**config.mk**
```make
export PLATFORM = sky130hd
export DESIGN_NAME = exfil_tx
export DESIGN_NICKNAME = d
export VERILOG_FILES = /design/src/rtl/exfil_pkg.sv /design/src/rtl/exfil_fifo.sv /design/src/rtl/exfil_tx.sv
export SDC_FILE = /design/constraint.sdc
export NUM_CORES = 1
export LEC_CHECK = 0
export ABC_AREA = 0
export BUFFER_PORTS_ARGS = -buffer_cell sky130_fd_sc_hd__buf_2
export CORE_MARGIN = 8
export CORE_UTILIZATION = 57
export CTS_CLUSTER_DIAMETER = 30
export DETAILED_ROUTE_END_ITERATION = 10
export PLACE_DENSITY = 0.88
export SYNTH_ARGS = -nofsm -noshare
export SYNTH_HDL_FRONTEND = slang
export SYNTH_HIERARCHICAL = 1
export SYNTH_SLANG_ARGS = --single-unit
```
**constraint.sdc**
```tcl
create_clock -name clk24MHz -period 2.4 [get_ports clk24MHz]
set_clock_uncertainty 0.05 [all_clocks]
set_input_delay 0.24 -clock clk24MHz [delete_from_list [all_inputs] [get_ports clk24MHz]]
set_output_delay 0.24 -clock clk24MHz [all_outputs]
set_load 0.02 [all_outputs]
```
**src/rtl/exfil_pkg.sv**
```systemverilog
// -----------------------------------------------------------------------------
// exfil_pkg
// Shared types and constants for the exfiltration transmit stage.
//   drain_state_t : states of the FT240X drain FSM
//   EXFIL_PAGE_W  : width of the exfiltration page (target address bits 17:8)
//   DROP_CNT_W    : width of the saturating dropped-byte counter
// Optional feature macro used by importers: EXFIL_DROP_COUNT_EN
// -----------------------------------------------------------------------------
package exfil_pkg;

    localparam int EXFIL_PAGE_W = 10;
    localparam int DROP_CNT_W   = 8;

    typedef enum logic [2:0] {
        IDLE,
        REQ,
        SETUP,
        STROBE,
        HOLD,
        GAP
    } drain_state_t;

endpackage

```
**src/rtl/exfil_fifo.sv**
```systemverilog
// -----------------------------------------------------------------------------
// exfil_fifo
// Synchronous FIFO holding captured address bytes until the drain FSM writes
// them to the FT240X. Push and pop in the same cycle are both honoured, even
// when full (the pop frees the slot the push lands in).
// Ports:
//   clk24MHz   in  system clock
//   rst        in  synchronous active-high reset (pointers only)
//   push       in  write push_data this cycle
//   push_data  in  WIDTH-bit byte to queue
//   pop        in  discard head this cycle
//   full       out FIFO holds DEPTH entries
//   empty      out FIFO holds no entries
//   head       out oldest entry
// -----------------------------------------------------------------------------
module exfil_fifo #(
    parameter int DEPTH = 8,
    parameter int WIDTH = 8
) (
    input  logic             clk24MHz,
    input  logic             rst,
    input  logic             push,
    input  logic [WIDTH-1:0] push_data,
    input  logic             pop,
    output logic             full,
    output logic             empty,
    output logic [WIDTH-1:0] head
);

    localparam int AW = $clog2(DEPTH);

    // One extra pointer bit distinguishes full from empty when the low bits match.
    logic [AW:0]      wr_ptr;
    logic [AW:0]      rd_ptr;
    logic [WIDTH-1:0] mem [DEPTH];
    logic             do_push;
    logic             do_pop;

    assign empty   = (wr_ptr == rd_ptr);
    assign full    = (wr_ptr[AW] != rd_ptr[AW]) && (wr_ptr[AW-1:0] == rd_ptr[AW-1:0]);
    assign do_pop  = pop && !empty;
    assign do_push = push && (!full || do_pop);
    assign head    = mem[rd_ptr[AW-1:0]];

    always_ff @(posedge clk24MHz) begin
        if (rst) begin
            wr_ptr <= '0;
            rd_ptr <= '0;
        end else begin
            if (do_push) wr_ptr <= wr_ptr + 1'b1;
            if (do_pop)  rd_ptr <= rd_ptr + 1'b1;
        end
    end

    always_ff @(posedge clk24MHz) begin
        if (do_push) mem[wr_ptr[AW-1:0]] <= push_data;
    end

endmodule

```
**src/rtl/exfil_tx.sv**
```systemverilog
// -----------------------------------------------------------------------------
// exfil_tx
// Exfiltration transmit stage. Watches target read cycles, captures the low
// address byte of each access that falls in the programmed page, queues it and
// drains the queue to the FT240X with timed nWR strobes after winning the
// shared data bus.
// Ports:
//   clk24MHz            in  24 MHz system clock
//   rst                 in  synchronous active-high reset
//   enable              in  capture enable
//   match_page          in  page compared against tgt_addr[17:8]
//   tgt_addr            in  target address bus
//   tgt_nCE/nOEL/nOEH   in  asynchronous target strobes
//   clr_stats           in  pulse clearing overflow and drop_count
//   ft240x_TXE          in  FT240X TX FIFO full
//   bus_gnt             in  data-bus grant
//   bus_req             out data-bus request
//   ft_d_out            out byte driven onto ft240x_d
//   ft_d_oe             out drive enable for ft240x_d
//   ft240x_nWR          out FT240X write strobe, active low
//   overflow            out sticky dropped-byte flag
//   drop_count          out saturating dropped-byte count
// Macro EXFIL_DROP_COUNT_EN: when defined the drop counter is built, otherwise
// drop_count is tied to zero.
// -----------------------------------------------------------------------------
module exfil_tx
    import exfil_pkg::*;
#(
    parameter int DEPTH      = 8,
    parameter int WR_LOW_CYC = 1,
    parameter int WR_GAP_CYC = 1
) (
    input  logic                    clk24MHz,
    input  logic                    rst,
    input  logic                    enable,
    input  logic [EXFIL_PAGE_W-1:0] match_page,
    input  logic [17:0]             tgt_addr,
    input  logic                    tgt_nCE,
    input  logic                    tgt_nOEL,
    input  logic                    tgt_nOEH,
    input  logic                    clr_stats,
    input  logic                    ft240x_TXE,
    input  logic                    bus_gnt,
    output logic                    bus_req,
    output logic [7:0]              ft_d_out,
    output logic                    ft_d_oe,
    output logic                    ft240x_nWR,
    output logic                    overflow,
    output logic [DROP_CNT_W-1:0]   drop_count
);

    localparam logic [7:0] LOW_LAST = 8'(WR_LOW_CYC - 1);
    localparam logic [7:0] GAP_LAST = 8'(WR_GAP_CYC - 1);

    logic         nce_p0, noel_p0, noeh_p0;
    logic         nce_p1, noel_p1, noeh_p1;
    logic         access_p1;
    logic         access_p2;
    logic         access_start;
    logic         push_p2;
    logic [7:0]   push_data_p2;

    logic         fifo_full;
    logic         fifo_empty;
    logic [7:0]   fifo_head;
    logic         pop;
    logic         drop;

    drain_state_t state, state_nxt;
    logic [7:0]   cnt, cnt_nxt;
    logic         req_nxt, oe_nxt, nwr_nxt;

    // ---- stage p0/p1: two-flop synchronisers on the asynchronous strobes ----
    always_ff @(posedge clk24MHz) begin
        if (rst) begin
            {nce_p0, noel_p0, noeh_p0} <= 3'b111;
            {nce_p1, noel_p1, noeh_p1} <= 3'b111;
        end else begin
            {nce_p0, noel_p0, noeh_p0} <= {tgt_nCE, tgt_nOEL, tgt_nOEH};
            {nce_p1, noel_p1, noeh_p1} <= {nce_p0, noel_p0, noeh_p0};
        end
    end

    assign access_p1    = !nce_p1 && (!noel_p1 || !noeh_p1);
    assign access_start = access_p1 && !access_p2;

    // ---- stage p2: edge detect, page compare, registered push ----
    always_ff @(posedge clk24MHz) begin
        if (rst) begin
            access_p2 <= 1'b0;
            push_p2   <= 1'b0;
        end else begin
            access_p2 <= access_p1;
            push_p2   <= access_start && enable && (tgt_addr[17:8] == match_page);
        end
    end

    always_ff @(posedge clk24MHz) begin
        push_data_p2 <= tgt_addr[7:0];
    end

    exfil_fifo #(
        .DEPTH (DEPTH),
        .WIDTH (8)
    ) u_fifo (
        .clk24MHz  (clk24MHz),
        .rst       (rst),
        .push      (push_p2),
        .push_data (push_data_p2),
        .pop       (pop),
        .full      (fifo_full),
        .empty     (fifo_empty),
        .head      (fifo_head)
    );

    // HOLD lasts one cycle and is only reached with a byte at the head.
    assign pop  = (state == HOLD);
    assign drop = push_p2 && fifo_full && !pop;

    // Drop takes priority over clear so a coincident drop is never lost.
    always_ff @(posedge clk24MHz) begin
        if (rst)            overflow <= 1'b0;
        else if (drop)      overflow <= 1'b1;
        else if (clr_stats) overflow <= 1'b0;
    end

`ifdef EXFIL_DROP_COUNT_EN
    function automatic logic [DROP_CNT_W-1:0] sat_inc(input logic [DROP_CNT_W-1:0] v);
        return (&v) ? v : v + 1'b1;
    endfunction

    always_ff @(posedge clk24MHz) begin
        if (rst)            drop_count <= '0;
        else if (clr_stats) drop_count <= drop ? DROP_CNT_W'(1) : '0;
        else if (drop)      drop_count <= sat_inc(drop_count);
    end
`else
    assign drop_count = '0;
`endif

    // ---- drain FSM: next state and next registered outputs ----
    always_comb begin
        state_nxt = state;
        cnt_nxt   = cnt + 8'd1;
        case (state)
            IDLE:    if (!fifo_empty)              state_nxt = REQ;
            REQ:     if (bus_gnt && !ft240x_TXE)   state_nxt = SETUP;
            SETUP:                                 state_nxt = STROBE;
            STROBE:  if (cnt == LOW_LAST)          state_nxt = HOLD;
            HOLD:                                  state_nxt = GAP;
            GAP:     if (cnt == GAP_LAST)          state_nxt = IDLE;
            default:                               state_nxt = IDLE;
        endcase
        if (state_nxt != state) cnt_nxt = '0;
        req_nxt = state_nxt inside {REQ, SETUP, STROBE, HOLD};
        oe_nxt  = state_nxt inside {SETUP, STROBE, HOLD};
        nwr_nxt = (state_nxt != STROBE);
    end

    // Outputs are registered from the next state so they change with the state.
    always_ff @(posedge clk24MHz) begin
        if (rst) begin
            state      <= IDLE;
            cnt        <= '0;
            bus_req    <= 1'b0;
            ft_d_oe    <= 1'b0;
            ft240x_nWR <= 1'b1;
            ft_d_out   <= '0;
        end else begin
            state      <= state_nxt;
            cnt        <= cnt_nxt;
            bus_req    <= req_nxt;
            ft_d_oe    <= oe_nxt;
            ft240x_nWR <= nwr_nxt;
            if (state_nxt == SETUP && state != SETUP) ft_d_out <= fifo_head;
        end
    end

endmodule

```
==> results.md <==
- Status: finished clean
- Largest net degree at the start of global routing: 35
- Final min period: 2.304 ns
- Share of layout cells above drive strength 1: 32.84%
- Post-synthesis sequential area ratio: 64.19%
- Unrepaired setup endpoints after global routing: true
- Die X: 105.4 um
- R2R Setup Slk: 0.1 ns
- Multiplexer area fraction after synthesis: 11.05%
- DR vias: 2903
- Final std cells w/o fill: 507
- Initial Util: 58.92%
- FF/Latch Area: 2923 um^2
- WP data arrival: 2.40 ns
- Ports: 57
- Startpoint type of the worst setup path: flop
- Post-synthesis xor/xnor area fraction: 4.232%
- Sw frac: 21.20%
- # fillers: 471
- Die Ht: 105.4 um
- WL per Instance: 20.83 um
- Num Clock Sinks: 114
- Synthesized area per cell: 14.55 um^2
- Placed cells: 460
- Register share of total power: 47.3%
- Final setup viols: 0
- Endpoints failing hold: 0
- PortBufs: 48
- Full die area: 11100 um^2
- Hold Path Class: primary input to flop
- DRC viols: 0
- Root buf cell: clkbuf_8
- Total track usage: 19.50%
- Largest family of logic cells by synthesized area: multiplexers
- Static Leak: 2.037 nW
- Initial antenna violation count: 0
- Worst stage delay on the critical path: 0.67 ns
- GPL Wtd Cong: 0.7606
- Period utilization: 96.02%
- Nets: 433
- Fin Setup TNS: 0 ns
- CP required: 2.49 ns
- Initial drt markers: 301
- Most common cell after layout, fill and taps aside: edfxtp_1
- Synth warn: 6
- Worst slew pin tran: 0.8001 ns
- Pins Over Slew Limit: 0
- Clock Power Share: 50.0%
- Hpwl dp: 6185 um
- Post-Synth Simple-Gate Area: 10.94%
- Flops & latches, synth: 114
- Critical path class: flop to flop
- Adder-cell share of the synthesized area: 1.099%
- Inserted Clock Buffers: 17
- Headroom to the max-slew limit: 46.09%
- Int Pwr: 3.503 mW
- Setup ws final: 0.09560 ns
- H-tree depth: 4
- Comb pwr share: 2.7%
- Via count of the first global-routing pass: 2955
- Most frequent cells in the layout: edfxtp_1 (64), dfxtp_1 (50), buf_2 (48)
- Drt first pass iters: 5
- Synth top area cells: edfxtp_1 (42%), dfxtp_1 (22%), mux4_2 (7.9%)
- First-pass GRT wire length: 16190 um
- Area leader, netlist: edfxtp_1
- Total grt overflow: 0
- Clock Latency Late Sink: 0.52 ns
- Pre-CTS setup slack: -0.2059 ns
- Max cap viols: 0
- Area Growth Syn to Fin: 22.70%
- Cell Area, Synth: 4553 um^2
- Worst vdd ir: 542.8 uV
- Post-synth top area share: 42.21%
- Setup crit end kind: flop
- Worst-path fanout max: 8
- Core Area: 7727 um^2
- P_sw: 942.4 uW
- CP bufs+invs: 0
- Compound-gate portion of the synthesized area: 4.754%
- Critical-path top delay cell: nor3_2
- # rows: 32
- Pwr/cell area: 795.7 nW/um^2
- TritonCTS clock tree: done
- Multi-input gate area: 1516 um^2
- Post-Syn Instances: 313
- Fmax achieved: 0.4340 GHz
- Netlist cell types: 50
- Clock buffer depth: 2
- Diode count: 0
- Routed WL: 10560 um
- Clock transition at path regs: 0.05 ns
- Cell family with most CP delay: simple AND/OR/NAND/NOR gates
- CP Cell Sequence: nand2b_4 > nor2_1 > o21ai_0 > nor3_2
- Post-route ant nets: 0
- Drt via density: 5.726
[cells in the mapped netlist (all sizes together)]
library cell	n
edfxtp	64
nor2	19
and3b	1
mux2i	3
a21o	2
or2b	1
nor4	3
o311ai	1
xor2	8
nor4bb	1
xnor2	14
nand4	4
dfxtp	50
nor2b	3
ha	4
nor4b	2
conb	1
buf	17
a221oi	1
and3	2
or3	2
a21oi	12
nor3	4
inv	7
o21a	2
mux4	16
a21boi	1
nand2	12
o211ai	3
a211o	1
mux2	10
o21ai	4
or2	6
nand2b	7
a211oi	1
and2	1
nand3	17
a41o	1
nand4b	1
clkbuf	4
[layout make-up]
cell class                      instances  share of cell area (%)
Multi-Input combinational cell        178                   27.14
Timing Repair Buffer                   74                   8.466
Inverter                                7                  0.4703
Sequential cell                       114                   52.32
Tap cell                              102                   2.284
Clock inverter                         10                   1.568
Clock buffer                           22                   7.749
[sequential cells by signal, indices dropped and copies added, names as in the netlist, 3 cells and up, named ones only]
register	count
push_data_p2	8
u_fifo/wr_ptr	4
u_fifo/mem	64
state	3
ft_d_out	8
u_fifo/rd_ptr	4
cnt	8
[power groups by stage]
stage / combinational, mW / sequential [mW] / clock (mW)
after floorplan: 0.0696 / 2.13 / 0
after global placement: 0.0951 / 2.14 / 0
after detailed placement: 0.0986 / 2.14 / 0
after CTS: 0.118 / 2.10 / 2.22
after global routing: 0.130 / 2.10 / 2.32
final: 0.120 / 2.10 / 2.22
[worst paths after layout]
kind	cells after the start	to	start
setup / recovery	4	u_fifo/mem[1][4]$_DFFE_PP_	state[2]$_SDFF_PP0_
hold reg to reg	1	noel_p1$_SDFF_PP1_	noel_p0$_SDFF_PP1_
hold / removal	2	flop	rst
setup reg to reg	4	u_fifo/mem[1][4]$_DFFE_PP_	state[2]$_SDFF_PP0_
[stage by stage]
stage / area [um^2] / power (mW) / utilization [%] / hold WS [ns]
after floorplan: 4579 / 2.202 / - / 0.2177
after global placement: 4890 / 2.235 / 63.28 / 0.2924
after detailed placement: 4890 / 2.241 / 63.28 / 0.2936
after CTS: 5575 / 4.442 / 72.15 / 0.1644
after global routing: 5587 / 4.557 / 72.30 / 0.1974
final: 5587 / 4.445 / 72.30 / 0.1678
[routing by layer]
metal,GRT usage (%),share of wire (%),wire (um),vias to the layer above
met5,0,0,0,-
met4,11.52,3.4,359,0
met3,5.725,7.6,802,35
met2,31.88,50,5315,142
met1,22.34,39,4083,1423
li1,-,-,-,1303
[timing repair]
item | 4_1_cts | 5_1_grt
resized for setup | 3 | 2
setup endpoints to repair | 24 | 16
hold buffers | 15 | 0
setup buffers | 0 | 0
endpoints found under the hold margin | 13 | 0
[logic make-up (layout without fill, tap and decap cells)]
| group | Yosys count | count (layout) |
|---|---|---|
| buffers and inverters | 28 | 113 |
| multiplexers | 29 | 29 |
| flip-flops | 114 | 114 |
| other | 1 | 8 |
| XOR/XNOR | 22 | 22 |
| AO/OA/AOI/OAI | 29 | 29 |
| adder cells (fa/ha/maj) | 4 | 4 |
| AND/OR/NAND/NOR | 86 | 86 |
Power figures use the tool's default switching activity.
